$ cat src/rtl/egg_timer_pkg.sv
// Shared state type and encodings for the egg timer controller.
package egg_timer_pkg;

    localparam int STATE_W = 3;

    typedef enum logic [STATE_W-1:0] {
        ST_IDLE   = 3'd0,
        ST_LOADED = 3'd1,
        ST_RUN    = 3'd2,
        ST_PAUSE  = 3'd3,
        ST_ALARM  = 3'd4
    } state_t;

endpackage

$ cat src/rtl/tick_prescaler.sv
// Divides clk by DIV while run is high; tick marks the final count of each period.
module tick_prescaler #(
    parameter int unsigned DIV = 100000000
) (
    input  logic clk,
    input  logic reset_n,
    input  logic run,
    input  logic clr,
    output logic tick
);

    localparam int unsigned W = (DIV > 1) ? $clog2(DIV) : 1;

    logic [W-1:0] r_cnt;
    logic         w_at_top;

    assign w_at_top = (r_cnt == W'(DIV - 1));
    // Tick is qualified by run so a held value at DIV-1 cannot emit twice.
    assign tick     = run && w_at_top;

    always_ff @(posedge clk or negedge reset_n) begin
        if (!reset_n) begin
            r_cnt <= '0;
        end else if (clr) begin
            r_cnt <= '0;
        end else if (run) begin
            if (w_at_top) begin
                r_cnt <= '0;
            end else begin
                r_cnt <= r_cnt + 1'b1;
            end
        end
    end

endmodule

$ cat src/rtl/egg_timer_ctrl.sv
// Egg timer control FSM: button edges, countdown tick generation, alarm drive.
// Optional alarm blinking is enabled by defining EGG_TIMER_ALARM_BLINK_EN.
module egg_timer_ctrl
    import egg_timer_pkg::*;
#(
    parameter int unsigned TICK_DIV  = 100000000,
    parameter int unsigned BLINK_DIV = 25000000
) (
    input  logic       clk,
    input  logic       reset_n,
    input  logic       btn_load,
    input  logic       btn_start,
    input  logic       btn_clear,
    input  logic       cnt_done,
    output logic       cnt_load,
    output logic       cnt_str,
    output logic       cnt_enable,
    output logic       cnt_reset,
    output logic       alarm,
    output logic [2:0] state
);

    state_t r_state;
    logic   r_load_prev, r_start_prev, r_clear_prev;
    logic   r_cnt_load, r_cnt_reset, r_cnt_str, r_alarm;
    logic   w_load_edge, w_start_edge, w_clear_edge;
    logic   w_presc_run, w_presc_clr, w_tick;

    assign w_load_edge  = btn_load  & ~r_load_prev;
    assign w_start_edge = btn_start & ~r_start_prev;
    assign w_clear_edge = btn_clear & ~r_clear_prev;

    // Prescaler advances only on RUN cycles that stay in RUN.
    assign w_presc_run = (r_state == ST_RUN) && !w_clear_edge && !w_start_edge && !cnt_done;
    assign w_presc_clr = (r_state != ST_RUN) && (r_state != ST_PAUSE);

    tick_prescaler #(
        .DIV (TICK_DIV)
    ) u_tick_prescaler (
        .clk     (clk),
        .reset_n (reset_n),
        .run     (w_presc_run),
        .clr     (w_presc_clr),
        .tick    (w_tick)
    );

`ifdef EGG_TIMER_ALARM_BLINK_EN
    localparam int unsigned BW = (BLINK_DIV > 1) ? $clog2(BLINK_DIV) : 1;
    logic [BW-1:0] r_blink_cnt;
`else
    logic w_unused_blink;
    assign w_unused_blink = (BLINK_DIV > 0);
`endif

    always_ff @(posedge clk or negedge reset_n) begin
        if (!reset_n) begin
            r_state      <= ST_IDLE;
            r_load_prev  <= 1'b0;
            r_start_prev <= 1'b0;
            r_clear_prev <= 1'b0;
            r_cnt_load   <= 1'b0;
            r_cnt_reset  <= 1'b0;
            r_cnt_str    <= 1'b0;
            r_alarm      <= 1'b0;
`ifdef EGG_TIMER_ALARM_BLINK_EN
            r_blink_cnt  <= '0;
`endif
        end else begin
            r_load_prev  <= btn_load;
            r_start_prev <= btn_start;
            r_clear_prev <= btn_clear;
            r_cnt_load   <= 1'b0;
            r_cnt_reset  <= 1'b0;
            r_cnt_str    <= 1'b0;
            r_alarm      <= 1'b0;
            case (r_state)
                ST_IDLE: begin
                    if (w_load_edge && !w_clear_edge) begin
                        r_state     <= ST_LOADED;
                        r_cnt_load  <= 1'b1;
                        r_cnt_reset <= 1'b1;
                    end
                end
                ST_LOADED: begin
                    if (w_clear_edge) begin
                        r_state <= ST_IDLE;
                    end else if (w_start_edge) begin
                        r_state   <= ST_RUN;
                        r_cnt_str <= 1'b1;
                    end else if (w_load_edge) begin
                        r_cnt_load  <= 1'b1;
                        r_cnt_reset <= 1'b1;
                    end
                end
                ST_RUN: begin
                    if (w_clear_edge) begin
                        r_state     <= ST_IDLE;
                        r_cnt_reset <= 1'b1;
                    end else if (cnt_done) begin
                        r_state <= ST_ALARM;
                        r_alarm <= 1'b1;
`ifdef EGG_TIMER_ALARM_BLINK_EN
                        r_blink_cnt <= '0;
`endif
                    end else if (w_start_edge) begin
                        r_state <= ST_PAUSE;
                    end else begin
                        r_cnt_str <= 1'b1;
                    end
                end
                ST_PAUSE: begin
                    if (w_clear_edge) begin
                        r_state     <= ST_IDLE;
                        r_cnt_reset <= 1'b1;
                    end else if (w_start_edge) begin
                        r_state   <= ST_RUN;
                        r_cnt_str <= 1'b1;
                    end
                end
                ST_ALARM: begin
                    if (w_clear_edge || w_start_edge) begin
                        r_state     <= ST_IDLE;
                        r_cnt_reset <= 1'b1;
                    end else begin
`ifdef EGG_TIMER_ALARM_BLINK_EN
                        if (r_blink_cnt == BW'(BLINK_DIV - 1)) begin
                            r_blink_cnt <= '0;
                            r_alarm     <= ~r_alarm;
                        end else begin
                            r_blink_cnt <= r_blink_cnt + 1'b1;
                            r_alarm     <= r_alarm;
                        end
`else
                        r_alarm <= 1'b1;
`endif
                    end
                end
                default: r_state <= ST_IDLE;
            endcase
        end
    end

    assign cnt_load   = r_cnt_load;
    assign cnt_reset  = r_cnt_reset;
    assign cnt_str    = r_cnt_str;
    assign cnt_enable = w_tick;
    assign alarm      = r_alarm;
    assign state      = r_state;

endmodule

$ cat config.mk
export PLATFORM = sky130hd
export DESIGN_NAME = egg_timer_ctrl
export DESIGN_NICKNAME = d
export VERILOG_FILES = /design/src/rtl/egg_timer_pkg.sv /design/src/rtl/tick_prescaler.sv /design/src/rtl/egg_timer_ctrl.sv
export SDC_FILE = /design/constraint.sdc
export NUM_CORES = 1
export LEC_CHECK = 0
export ABC_AREA = 1
export BUFFER_PORTS_ARGS = -buffer_cell sky130_fd_sc_hd__buf_2
export CAP_MARGIN = 15
export CELL_PAD_IN_SITES_DETAIL_PLACEMENT = 0
export CELL_PAD_IN_SITES_GLOBAL_PLACEMENT = 1
export CORE_MARGIN = 1.5
export CORE_UTILIZATION = 27
export DETAILED_ROUTE_END_ITERATION = 16
export PLACE_DENSITY_LB_ADDON = 0.1
export SLEW_MARGIN = 40
export SYNTH_ARGS = -nofsm -noshare
export SYNTH_HDL_FRONTEND = slang
export SYNTH_SLANG_ARGS = --single-unit
$ cat constraint.sdc
create_clock -name clk -period 1.7 [get_ports clk]
set_input_delay 0.17 -clock clk [delete_from_list [all_inputs] [get_ports clk]]
set_output_delay 0.17 -clock clk [all_outputs]
set_load 0.01 [all_outputs]
==> run_results.csv <==
group,metric,value,unit
timing,grt_setup_unrepaired,"yes",
die,coreArea,8220,sq um
logic_synthesis,yosysTopAreaCell,"sky130_fd_sc_hd__dfrtp_1",
setup_path,worst-endpoint-arrival,1.50,ns
logic_synthesis,postSynthCellCount,334,
final_layout,num_antenna_cells,0,
power,leakagePower,0.00142,uW
clock_tree,clock_path_buffers,2,
setup_path,crit-reg2reg-capture,"u_tick_prescaler.r_cnt[26]",
global_route,first_global_vias,2214,
die,ioPinCount,14,
final_layout,layout.cell_area.non_filler,3080,sq um
clock_tree,clkTransAtPathRegs,0.08,ns
placement,dp_cells,465,
placement,detailedPlacementHpwl,4.65,mm
power,switching_share,34.2,%
logic_synthesis,netlist-cell-type-count,26,
timing,worstMarginPinSlew,0.521,ns
global_route,globalRouteTotalUtil,16.3,%
logic_synthesis,synth-seq-cells,37,
route,vias,2258,
route,detail_route.iter0.violations,107,
global_route,grt_max_degree,44,
logic_synthesis,avgSynthCellArea,6.83,sq um
final_layout,share_of_cells_above_drive_strength_1,24.7,%
timing,finalMaxSlewViolations,0,
placement,place.port_buffers,13,
logic_synthesis,syn_nets,341,
route,routed_wirelength,7.08,mm
logic_synthesis,synth_top_area_share,40.6,%
run,cap_violations,0,
power,power.share.sequential,31.8,%
timing,relSlewSlack,65.3,%
timing,period_share,98.3,%
die,starting_density_of_the_core,27.7,%
power,fin_total_pwr,3100,uW
clock_tree,tritoncts,"built",
setup_path,critical_path.reg2reg.startpoint,"u_tick_prescaler.r_cnt[1]",
route,wire_per_inst,14.4,um
die,rows,33,
power,power-per-cell-area,1010,nW/um^2
timing,hold_viol_final,0,
final_layout,final_instance_count_without_filler_cells,493,
global_route,antenna_found_initial,0,
placement,gpl.final_weighted_congestion,0.775,
setup_path,critical_path.endpoint_type,"primary output",
logic_synthesis,synth.yosys.seq_area_share,40.6,%
timing,timing.fmax,0.598,GHz
clock_tree,clk_latency,0.30,ns
clock_tree,tritoncts_num_sinks,37,
clock_tree,clockRootBuffer,"sky130_fd_sc_hd__clkbuf_8",
die,fp.dieArea,9000,sq um
clock_tree,clock_tree.htree_level_count,2,
worst_hold_path,min_to,"r_clear_prev",
power,clock_power_share,30.4,%
route,antenna_violating_nets_post_route,0,
global_route,grt_pass1_wl,11.0,mm
setup_path,required,1.53,ns
final_layout,finalNetCount,394,
clock_tree,cts_buffers,5,
placement,dpl-instance-area,2610,sq um
power,share_comb_of_total_power,37.9,%
setup_path,critPathLaunchType,"flop",
power,max-vdd-ir-drop,0.000645,V
setup_path,critPathKind,"flop to primary output",
worst_hold_path,hold-path-cell-count,1,
timing,setup_viol_count_final,0,
power,power_report.internal_total,2040,uW
power,power_switching,1060,uW
timing,skew,0.00615,ns
logic_synthesis,netlist_top_cells_area,"sky130_fd_sc_hd__dfrtp_1 41%, sky130_fd_sc_hd__nand2_1 17%, sky130_fd_sc_hd__nor2_1 9.2%, sky130_fd_sc_hd__nand3_1 7.2%, sky130_fd_sc_hd__inv_1 6.6%",
worst_hold_path,timing.hold.worst.class,"input port to flop",
timing,tns,0,ns
die,die-height,94.9,um
route,detailed_route_drc_error_count,0,
timing,post-route-min-period,1.67,ns
route,drt-vias-per-instance,4.58,
global_route,grt_overflow,0,
die,die_width,94.9,um
outcome,run_status,"finished, final reports clean",
logic_synthesis,mappedNetlistArea,2280,sq um
setup_path,worst-path-max-fanout,3,
setup_path,rrSetupSlack,0.08,ns
logic_synthesis,total_of_warnings_raised_by_yosys,0,
setup_path,ff2ff_path_depth,10,
route,drt_pre_antenna_iters,4,
worst_hold_path,min-delay-start,"btn_clear",
final_layout,synthToLayoutAreaGrowth,35.0,%
[worst max-delay path by stage]
stage,from,end,cells after the start,slack (ns)
after floorplan,u_tick_prescaler.r_cnt[0],u_tick_prescaler.r_cnt[3],9,0.09
after detailed placement,u_tick_prescaler.r_cnt[0],u_tick_prescaler.r_cnt[26],10,0.02
after global placement,u_tick_prescaler.r_cnt[1],u_tick_prescaler.r_cnt[22],10,0.07
final,u_tick_prescaler.r_cnt[1],cnt_enable,8,0.03
after CTS,u_tick_prescaler.r_cnt[1],cnt_enable,8,-0.01
after global routing,u_tick_prescaler.r_cnt[1],cnt_enable,8,-0.05
[synth_stat cells]
master / count
sky130_fd_sc_hd__a21oi_1: 5
sky130_fd_sc_hd__a31oi_1: 1
sky130_fd_sc_hd__and2_1: 1
sky130_fd_sc_hd__buf_2: 4
sky130_fd_sc_hd__buf_6: 1
sky130_fd_sc_hd__clkbuf_1: 2
sky130_fd_sc_hd__dfrtp_1: 37
sky130_fd_sc_hd__ha_1: 1
sky130_fd_sc_hd__inv_1: 40
sky130_fd_sc_hd__inv_2: 1
sky130_fd_sc_hd__nand2_1: 101
sky130_fd_sc_hd__nand2_2: 2
sky130_fd_sc_hd__nand3_1: 33
sky130_fd_sc_hd__nand3_2: 1
sky130_fd_sc_hd__nand3_4: 1
sky130_fd_sc_hd__nand3b_1: 1
sky130_fd_sc_hd__nand4_1: 16
sky130_fd_sc_hd__nor2_1: 56
sky130_fd_sc_hd__nor2_2: 4
sky130_fd_sc_hd__nor2_4: 2
sky130_fd_sc_hd__nor3_1: 7
sky130_fd_sc_hd__o21ai_0: 6
sky130_fd_sc_hd__o21ai_2: 1
sky130_fd_sc_hd__o21ai_4: 1
sky130_fd_sc_hd__o22ai_1: 3
sky130_fd_sc_hd__xor2_1: 6
[critical path, cell delays in order, from the launching register on]
cell and delay, ns:
sky130_fd_sc_hd__dfrtp_1 0.38, sky130_fd_sc_hd__ha_2 0.22, sky130_fd_sc_hd__nand2_4 0.07, sky130_fd_sc_hd__nor2_4 0.10
sky130_fd_sc_hd__nand2_2 0.07, sky130_fd_sc_hd__inv_2 0.07, sky130_fd_sc_hd__nand3_4 0.08, sky130_fd_sc_hd__nor2_4 0.11
sky130_fd_sc_hd__buf_6 0.11
[power groups by stage]
| stage | clock [uW] | combinational [uW] | sequential, uW |
|---|---|---|---|
| floorplan | 0 | 463 | 1040 |
| finish | 942 | 1180 | 986 |
| CTS | 971 | 872 | 983 |
| detailed placement | 0 | 799 | 1010 |
| global placement | 0 | 799 | 1010 |
| global route | 1010 | 1280 | 994 |
[flip-flops by register name, indices dropped and copies added, names as in the netlist]
signal / cells
alarm: 1
cnt_str: 1
r_start_prev: 1
r_load_prev: 1
cnt_load: 1
u_tick_prescaler.r_cnt: 27
state: 3
cnt_reset: 1
r_clear_prev: 1
[cell usage in the layout, fill, tap and decap left out, types with 3 or more instances in the layout]
| cell type | Yosys | final |
|---|---|---|
| sky130_fd_sc_hd__nand3_1 | 33 | 32 |
| sky130_fd_sc_hd__dlygate4sd3_1 | 0 | 3 |
| sky130_fd_sc_hd__buf_2 | 4 | 12 |
| sky130_fd_sc_hd__clkbuf_16 | 0 | 3 |
| sky130_fd_sc_hd__buf_12 | 0 | 3 |
| sky130_fd_sc_hd__nand4_1 | 16 | 16 |
| sky130_fd_sc_hd__inv_1 | 40 | 36 |
| sky130_fd_sc_hd__clkbuf_8 | 0 | 5 |
| sky130_fd_sc_hd__nor3_1 | 7 | 7 |
| sky130_fd_sc_hd__dfrtp_1 | 37 | 32 |
| sky130_fd_sc_hd__nand2_1 | 101 | 95 |
| sky130_fd_sc_hd__o21ai_0 | 6 | 6 |
| sky130_fd_sc_hd__inv_2 | 1 | 4 |
| sky130_fd_sc_hd__nand2_2 | 2 | 5 |
| sky130_fd_sc_hd__buf_4 | 0 | 31 |
| sky130_fd_sc_hd__o22ai_1 | 3 | 3 |
| sky130_fd_sc_hd__dfrtp_2 | 0 | 5 |
| sky130_fd_sc_hd__nor2_2 | 4 | 8 |
| sky130_fd_sc_hd__nor2_4 | 2 | 6 |
| sky130_fd_sc_hd__nor2_1 | 56 | 48 |
| sky130_fd_sc_hd__a21oi_1 | 5 | 5 |
| sky130_fd_sc_hd__xor2_1 | 6 | 6 |
| sky130_fd_sc_hd__nand2_4 | 0 | 3 |
[per-layer routing]
metal	GRT usage, %	part of all wire [%]
met5	0	0
met4	4.60	1.0
met3	3.30	2.4
met2	25.9	47
met1	22.4	50
[cells by family after synthesis]
family / synth area share (%)
buffers and inverters: 8.45
DFF: 40.6
adders and majority gates: 0.549
AOI/OAI and AO/OA: 4.61
xor gates and xnor gates: 2.31
and+or+nand+nor: 43.5
[layout make-up]
cell class,count,area (sq um)
fill,869,5140
multi-input combinational,249,1250
sequential,37,932
timing repair buffer,53,469
inverter,41,158
tap,105,131
clock buffer,5,68.8
clock inverter,3,65.1
[metrics by stage]
step | hold WS (ns) | utilization (%) | worst slack (ns)
4_1_cts | 0.00592 | 35.0 | -0.0106
2_1_floorplan | -0.126 | - | 0.0893
5_1_grt | 0.00506 | 37.5 | -0.0527
3_5_place_dp | 0.269 | 31.8 | 0.0171
6_report | 0.0208 | 37.5 | 0.0282
3_3_place_gp | 0.273 | 31.8 | 0.0712
[timing repair]
action / in CTS / in global routing
endpoints found under the hold margin: 39 / 0
buffers inserted: 8 / 6
setup endpoints to repair: 1 / 25
pin swaps: 4 / 7
cloned: 0 / 3
hold buffers: 3 / 0
resized for setup: 14 / 21
No activity file was read; power rests on OpenSTA's default activity.
